**config.mk**
```make
export PLATFORM = sky130hd
export DESIGN_NAME = mem_arbiter_flat
export DESIGN_NICKNAME = d
export VERILOG_FILES = /design/src/rtl/mem_arbiter_if.sv /design/src/rtl/mem_arbiter.sv /design/src/flat_wrapper.sv
export SDC_FILE = /design/constraint.sdc
export NUM_CORES = 1
export LEC_CHECK = 0
export ABC_CLOCK_PERIOD_IN_PS = 4900
export BUFFER_PORTS_ARGS = -buffer_cell sky130_fd_sc_hd__buf_4
export CAP_MARGIN = 5
export CORE_MARGIN = 10
export CORE_UTILIZATION = 37
export DETAILED_ROUTE_END_ITERATION = 8
export GPL_ROUTABILITY_DRIVEN = 0
export PLACE_DENSITY = 0.72
export SETUP_SLACK_MARGIN = 0.1
export SYNTH_ARGS = -nofsm -noshare
export SYNTH_HDL_FRONTEND = slang
export SYNTH_SLANG_ARGS = --single-unit
```
**constraint.sdc**
```tcl
create_clock -name clk -period 4.9 [get_ports clk]
set_input_delay 1.47 -clock clk [delete_from_list [all_inputs] [get_ports clk]]
set_output_delay 1.47 -clock clk [all_outputs]
set_load 0.05 [all_outputs]
```
**src/rtl/mem_arbiter_if.sv**
```systemverilog
// Bundle of the prefetcher, scheduler and memory-interface signals handled by mem_arbiter.
// The slave modport is the arbiter's view; master is the surrounding environment.
interface mem_arbiter_if #(
  parameter int unsigned IO_BITS  = 2,
  parameter int unsigned CMD_BITS = 2,
  parameter int unsigned DEPTH    = 7
);
  localparam int unsigned OW = $clog2(DEPTH + 1);

  logic                pf_cmd_valid;
  logic [CMD_BITS-1:0] pf_cmd;
  logic [IO_BITS-1:0]  pf_data;
  logic                sc_cmd_valid;
  logic [CMD_BITS-1:0] sc_cmd;
  logic [IO_BITS-1:0]  sc_data;
  logic                sc_hold;
  logic                sc_reply_wanted;
  logic                jump;
  logic                tx_active;
  logic [2:0]          tx_ev;
  logic [3:0]          rx_ev;

  logic                tx_command_valid;
  logic [CMD_BITS-1:0] tx_command;
  logic [IO_BITS-1:0]  tx_data;
  logic                sc_owns_tx;
  logic [2:0]          pf_tx_ev;
  logic [2:0]          sc_tx_ev;
  logic [3:0]          pf_rx_ev;
  logic [3:0]          sc_rx_ev;
  logic [OW-1:0]       outstanding;
  logic                full;

  modport slave (
    input  pf_cmd_valid, pf_cmd, pf_data,
    input  sc_cmd_valid, sc_cmd, sc_data, sc_hold, sc_reply_wanted, jump,
    input  tx_active, tx_ev, rx_ev,
    output tx_command_valid, tx_command, tx_data, sc_owns_tx,
    output pf_tx_ev, sc_tx_ev, pf_rx_ev, sc_rx_ev, outstanding, full
  );

  modport master (
    output pf_cmd_valid, pf_cmd, pf_data,
    output sc_cmd_valid, sc_cmd, sc_data, sc_hold, sc_reply_wanted, jump,
    output tx_active, tx_ev, rx_ev,
    input  tx_command_valid, tx_command, tx_data, sc_owns_tx,
    input  pf_tx_ev, sc_tx_ev, pf_rx_ev, sc_rx_ev, outstanding, full
  );
endinterface

```
**src/rtl/mem_arbiter.sv**
```systemverilog
// Arbitrates the memory TX channel between prefetcher and scheduler and routes RX
// replies back to whoever issued each read, using a circular queue of owner tags.
module mem_arbiter #(
  parameter int unsigned IO_BITS  = 2,
  parameter int unsigned CMD_BITS = 2,
  parameter int unsigned DEPTH    = 7,
  parameter int unsigned READ_CMD = 0
) (
  input  logic              clk,
  input  logic              reset,
  mem_arbiter_if.slave      bus
);
  localparam int unsigned PW = $clog2(DEPTH);
  localparam int unsigned OW = $clog2(DEPTH + 1);

  logic             own_q;
  logic [PW-1:0]    wr_ptr_q, wr_ptr_d;
  logic [PW-1:0]    rd_ptr_q, rd_ptr_d;
  logic [OW-1:0]    cnt_q, cnt_d;
  logic [DEPTH-1:0] tags_q;

  logic sc_want, sc_owns, full, empty, enq, deq, tag, head;

  assign sc_want = bus.sc_cmd_valid | bus.sc_hold;
  assign sc_owns = bus.tx_active ? own_q : sc_want;
  assign full    = (cnt_q == OW'(DEPTH));
  assign empty   = (cnt_q == '0);
  assign tag     = sc_owns & ~bus.jump;
  assign head    = tags_q[rd_ptr_q];

  assign enq = bus.tx_ev[0] & (bus.tx_command == CMD_BITS'(READ_CMD))
             & (sc_owns ? bus.sc_reply_wanted : 1'b1) & ~full;
  assign deq = bus.rx_ev[3] & ~empty;

  always_comb begin
    bus.sc_owns_tx       = sc_owns;
    bus.tx_command       = sc_owns ? bus.sc_cmd  : bus.pf_cmd;
    bus.tx_data          = sc_owns ? bus.sc_data : bus.pf_data;
    bus.tx_command_valid = (sc_owns ? bus.sc_cmd_valid : bus.pf_cmd_valid) & ~full;
    bus.sc_tx_ev         = sc_owns ? bus.tx_ev : '0;
    bus.pf_tx_ev         = sc_owns ? '0 : bus.tx_ev;
    // Head is still valid during the done cycle, so the done pulse itself is routed.
    bus.sc_rx_ev         = (~empty &  head) ? bus.rx_ev : '0;
    bus.pf_rx_ev         = (~empty & ~head) ? bus.rx_ev : '0;
    bus.outstanding      = cnt_q;
    bus.full             = full;
  end

  always_comb begin
    wr_ptr_d = wr_ptr_q;
    rd_ptr_d = rd_ptr_q;
    cnt_d    = cnt_q;
    if (enq) wr_ptr_d = (wr_ptr_q == PW'(DEPTH - 1)) ? '0 : wr_ptr_q + 1'b1;
    if (deq) rd_ptr_d = (rd_ptr_q == PW'(DEPTH - 1)) ? '0 : rd_ptr_q + 1'b1;
    case ({enq, deq})
      2'b10:   cnt_d = cnt_q + 1'b1;
      2'b01:   cnt_d = cnt_q - 1'b1;
      default: cnt_d = cnt_q;
    endcase
  end

  always_ff @(posedge clk or posedge reset) begin
    if (reset) begin
      own_q    <= 1'b0;
      wr_ptr_q <= '0;
      rd_ptr_q <= '0;
      cnt_q    <= '0;
      tags_q   <= '0;
    end else begin
      if (!bus.tx_active) own_q <= sc_want;
      wr_ptr_q <= wr_ptr_d;
      rd_ptr_q <= rd_ptr_d;
      cnt_q    <= cnt_d;
      if (enq) tags_q[wr_ptr_q] <= tag;
    end
  end
endmodule
```
**src/flat_wrapper.sv**
```systemverilog
// flat-port wrapper written by rule: the top's interface ports become plain ports
module mem_arbiter_flat 
#(
  parameter int unsigned IO_BITS  = 2,
  parameter int unsigned CMD_BITS = 2,
  parameter int unsigned DEPTH    = 7,
  parameter int unsigned READ_CMD = 0
)
  (clk, reset, bus_pf_cmd_valid, bus_pf_cmd, bus_pf_data, bus_sc_cmd_valid, bus_sc_cmd, bus_sc_data, bus_sc_hold, bus_sc_reply_wanted, bus_jump, bus_tx_active, bus_tx_ev, bus_rx_ev, bus_tx_command_valid, bus_tx_command, bus_tx_data, bus_sc_owns_tx, bus_pf_tx_ev, bus_sc_tx_ev, bus_pf_rx_ev, bus_sc_rx_ev, bus_outstanding, bus_full);
  mem_arbiter_if #(.IO_BITS(IO_BITS), .CMD_BITS(CMD_BITS), .DEPTH(DEPTH)) bus_i ();
  input  logic clk;
  input  logic reset;
  input wire logic [$bits(bus_i.pf_cmd_valid)-1:0] bus_pf_cmd_valid;
  input wire logic [$bits(bus_i.pf_cmd)-1:0] bus_pf_cmd;
  input wire logic [$bits(bus_i.pf_data)-1:0] bus_pf_data;
  input wire logic [$bits(bus_i.sc_cmd_valid)-1:0] bus_sc_cmd_valid;
  input wire logic [$bits(bus_i.sc_cmd)-1:0] bus_sc_cmd;
  input wire logic [$bits(bus_i.sc_data)-1:0] bus_sc_data;
  input wire logic [$bits(bus_i.sc_hold)-1:0] bus_sc_hold;
  input wire logic [$bits(bus_i.sc_reply_wanted)-1:0] bus_sc_reply_wanted;
  input wire logic [$bits(bus_i.jump)-1:0] bus_jump;
  input wire logic [$bits(bus_i.tx_active)-1:0] bus_tx_active;
  input wire logic [$bits(bus_i.tx_ev)-1:0] bus_tx_ev;
  input wire logic [$bits(bus_i.rx_ev)-1:0] bus_rx_ev;
  output wire logic [$bits(bus_i.tx_command_valid)-1:0] bus_tx_command_valid;
  output wire logic [$bits(bus_i.tx_command)-1:0] bus_tx_command;
  output wire logic [$bits(bus_i.tx_data)-1:0] bus_tx_data;
  output wire logic [$bits(bus_i.sc_owns_tx)-1:0] bus_sc_owns_tx;
  output wire logic [$bits(bus_i.pf_tx_ev)-1:0] bus_pf_tx_ev;
  output wire logic [$bits(bus_i.sc_tx_ev)-1:0] bus_sc_tx_ev;
  output wire logic [$bits(bus_i.pf_rx_ev)-1:0] bus_pf_rx_ev;
  output wire logic [$bits(bus_i.sc_rx_ev)-1:0] bus_sc_rx_ev;
  output wire logic [$bits(bus_i.outstanding)-1:0] bus_outstanding;
  output wire logic [$bits(bus_i.full)-1:0] bus_full;
  assign bus_i.pf_cmd_valid = bus_pf_cmd_valid;
  assign bus_i.pf_cmd = bus_pf_cmd;
  assign bus_i.pf_data = bus_pf_data;
  assign bus_i.sc_cmd_valid = bus_sc_cmd_valid;
  assign bus_i.sc_cmd = bus_sc_cmd;
  assign bus_i.sc_data = bus_sc_data;
  assign bus_i.sc_hold = bus_sc_hold;
  assign bus_i.sc_reply_wanted = bus_sc_reply_wanted;
  assign bus_i.jump = bus_jump;
  assign bus_i.tx_active = bus_tx_active;
  assign bus_i.tx_ev = bus_tx_ev;
  assign bus_i.rx_ev = bus_rx_ev;
  assign bus_tx_command_valid = bus_i.tx_command_valid;
  assign bus_tx_command = bus_i.tx_command;
  assign bus_tx_data = bus_i.tx_data;
  assign bus_sc_owns_tx = bus_i.sc_owns_tx;
  assign bus_pf_tx_ev = bus_i.pf_tx_ev;
  assign bus_sc_tx_ev = bus_i.sc_tx_ev;
  assign bus_pf_rx_ev = bus_i.pf_rx_ev;
  assign bus_sc_rx_ev = bus_i.sc_rx_ev;
  assign bus_outstanding = bus_i.outstanding;
  assign bus_full = bus_i.full;
  mem_arbiter #(.IO_BITS(IO_BITS), .CMD_BITS(CMD_BITS), .DEPTH(DEPTH), .READ_CMD(READ_CMD)) u_core (.clk(clk), .reset(reset), .bus(bus_i));
endmodule
```
==> flow_summary_export.csv <==
group,metric,value,unit
outcome,status,"finished clean",
place,dpl-instance-area,1470,um2
die,rows,19,
worst_setup_path,cp-start-kind,"input port",
finish,layout_common_cells,"buf_4 (46), dfrtp_1 (17), nand2_1 (10)",
worst_hold_path,hold_start,"u_core.tags_q[0]",
die,ios,47,
logic_synthesis,yosys_warnings,0,
worst_setup_path,cp_cell_sequence,"buf_4 -> nor2b_1 -> nor2_1 -> mux2_2 -> buf_4",
logic_synthesis,synth.largest_area_cell,"dfrtp_1",
place,dp.cells,185,
sta,layout_min_cycle_time,4.29,ns
clock_network,cts.sinks,17,
finish,fillCellCount,261,
detailed_routing,routed_wl,2.97,mm
logic_synthesis,synth_nets,137,
finish,fin_area,1500,um2
logic_synthesis,synthFlopType,"dfrtp_1",
die,die_x,75.0,um
clock_network,cts_tree,"done",
sta,maxSlewViolCount,0,
finish,n_antenna_cell,0,
sta,rsz0062_at_grt,"no",
worst_setup_path,required,3.43,ns
clock_network,cts_hold_buffers,0,
sta,finalHoldViolCount,0,
detailed_routing,drc,0,
clock_network,htreeDepth,1,
clock_network,cts_resized,0,
grt,grt_pass1_vias,941,
worst_hold_path,min_to,"u_core.tags_q[0]",
logic_synthesis,syn_area,1120,um2
worst_setup_path,r2r_end,"u_core.bus.outstanding[2]",
place,dpl.hpwl,2.47,mm
sta,setup_viol,0,
die,die_h,75.0,um
worst_setup_path,r2r_cells,10,
clock_network,clk_latency,0.29,ns
grt,overflow,0,
sta,relSlewSlack,56.4,%
detailed_routing,first_pass_iters,4,
sta,max_freq,0.233,GHz
logic_synthesis,avgSynthCellArea,9.99,um2
power_and_ir_drop,p_total,0.855,mW
clock_network,cts_made_buffers,3,
clock_network,clockBufferDepth,2,
logic_synthesis,synth-seq-cells,17,
flow_run,maxCapViolCount,0,
grt,grt_first_pass_wirelength,4.60,mm
sta,worst_pin_slew,0.654,ns
finish,layout_commonest_cell,"buf_4",
sta,finalSetupTns,0,ns
sta,finalCritPeriodShare,87.6,%
sta,clock_skew,0.00236,ns
power_and_ir_drop,power_density,570,nW/um2
worst_setup_path,critical-path-top-cell-by-count,"buf_4",
place,post-place-ws,0.600,ns
logic_synthesis,synthArstFlopShare,100,%
worst_setup_path,end_kind,"output port",
worst_setup_path,critPathMaxFanout,9,
place,port-buffer-count,46,
detailed_routing,num_vias,955,
grt,grt_max_degree,18,
detailed_routing,drt_iter0_drc,35,
worst_hold_path,hp-class,"register to register",
detailed_routing,wl_per_cell,15.7,um
sta,setup_ws,0.607,ns
logic_synthesis,synth_edf_count,0,
grt,grtUsageTotal,10.4,%
die,core-area,2830,um2
finish,drive_above_1_share,42.4,%
logic_synthesis,post_synth_main_area_contributors,"dfrtp_1 (38%), mux2_1 (5.0%), mux2_2 (5.0%)",
power_and_ir_drop,p_leak,0.777,nW
clock_network,clkTransAtPathRegs,0.11,ns
worst_setup_path,reg2reg_slack,2.64,ns
die,die-area,5620,um2
logic_synthesis,yosysSeqAreaShare,38.0,%
grt,antenna_found_initial,0,
detailed_routing,ant_nets,0,
power_and_ir_drop,peakVddDrop,0.000148,V
logic_synthesis,synthCells,112,
logic_synthesis,synthDistinctLibCells,40,
finish,fin_nets,184,
worst_setup_path,crit_type,"input port to output port",
detailed_routing,vias_per_cell,5.05,
worst_setup_path,timing.rr.start,"u_core.own_q",
worst_hold_path,hold_depth,1,
finish,fin_cells,189,
worst_setup_path,cp_data_arrival_time,2.82,ns
finish,syn2layout_area_growth,34.1,%
die,initial_core_util,39.5,%
logic_synthesis,synth_top_area_share,38.0,%
clock_network,cts_root_buf,"clkbuf_4",
clock_network,post_cts_buffers,0,
worst_setup_path,max_stage_delay,0.48,ns
worst_setup_path,critical_path.slowest_cell,"nor2_1",
-- logic make-up after synthesis --
group | count (synthesis) | share of synthesized area [%]
simple gates | 50 | 26.7
flops | 17 | 38.0
mux | 15 | 16.1
compound gates | 14 | 8.84
buf+inv | 11 | 5.03
xor+xnor | 3 | 2.35
fa+ha+maj | 2 | 2.91
-- layer usage --
layer  vias to the layer above  wire [um]  global-route usage [%]
met5                         -          0                       0
met4                         0         75                    4.62
met3                         6        189                    2.10
met2                        25       1610                    19.9
met1                       446       1100                    10.6
li1                        478          -                       -
-- metrics by stage --
step	util, %	hold WS [ns]
5_1_grt	53.0	0.525
2_1_floorplan	-	0.459
4_1_cts	53.0	0.505
3_5_place_dp	52.1	0.480
3_3_place_gp	52.1	0.476
6_report	53.0	0.497
-- report_power, final --
| part | switching (mW) | internal (mW) | leakage (nW) | total (mW) |
|---|---|---|---|---|
| clock | 0.0477 | 0.0304 | 0.0177 | 0.0780 |
| sequential | 0.0752 | 0.195 | 0.215 | 0.270 |
| combinational | 0.318 | 0.189 | 0.544 | 0.507 |
-- final cells by class --
cell class,instances,area (um2),area share [%]
Timing Repair Buffer,46,345,23.0
Inverter,7,26.3,1.75
Tap cell,31,38.8,2.59
Sequential cell,17,425,28.4
Clock buffer,3,22.5,1.50
Clock inverter,1,5.00,0.334
Multi-Input combinational cell,84,637,42.5
-- Yosys cell counts (all sizes together), types with 3 or more instances --
cell type  number
dfrtp          17
mux2           11
nand2          10
nor2            9
and3            7
inv             7
nor2b           6
o21ai           5
nand3           4
mux2i           3
nand2b          3
-- registers in the layout, summed over array words and instances, names as in the netlist --
signal	count
u_core.own_q	1
u_core.rd_ptr_q	3
u_core.tags_q	7
u_core.bus.outstanding	3
u_core.wr_ptr_q	3
-- critical path, delay by kind of cell --
family	cells	cell delay [ns]
buffers and inverters	2	0.32
multiplexers	1	0.41
AND/OR/NAND/NOR	2	0.63
-- worst max path at each step --
stage | slack [ns] | cells past startpoint | from | to
after floorplan | 0.33 | 3 | bus_tx_active | bus_tx_command[0]
after global placement | 0.67 | 5 | bus_tx_active | bus_tx_command[1]
after detailed placement | 0.60 | 5 | bus_tx_active | bus_tx_data[0]
after CTS | 0.60 | 5 | bus_tx_active | bus_tx_data[0]
after global routing | 0.54 | 5 | bus_tx_active | bus_tx_data[1]
final | 0.61 | 5 | bus_tx_active | bus_tx_data[0]
(Power assumes the default switching activity.)
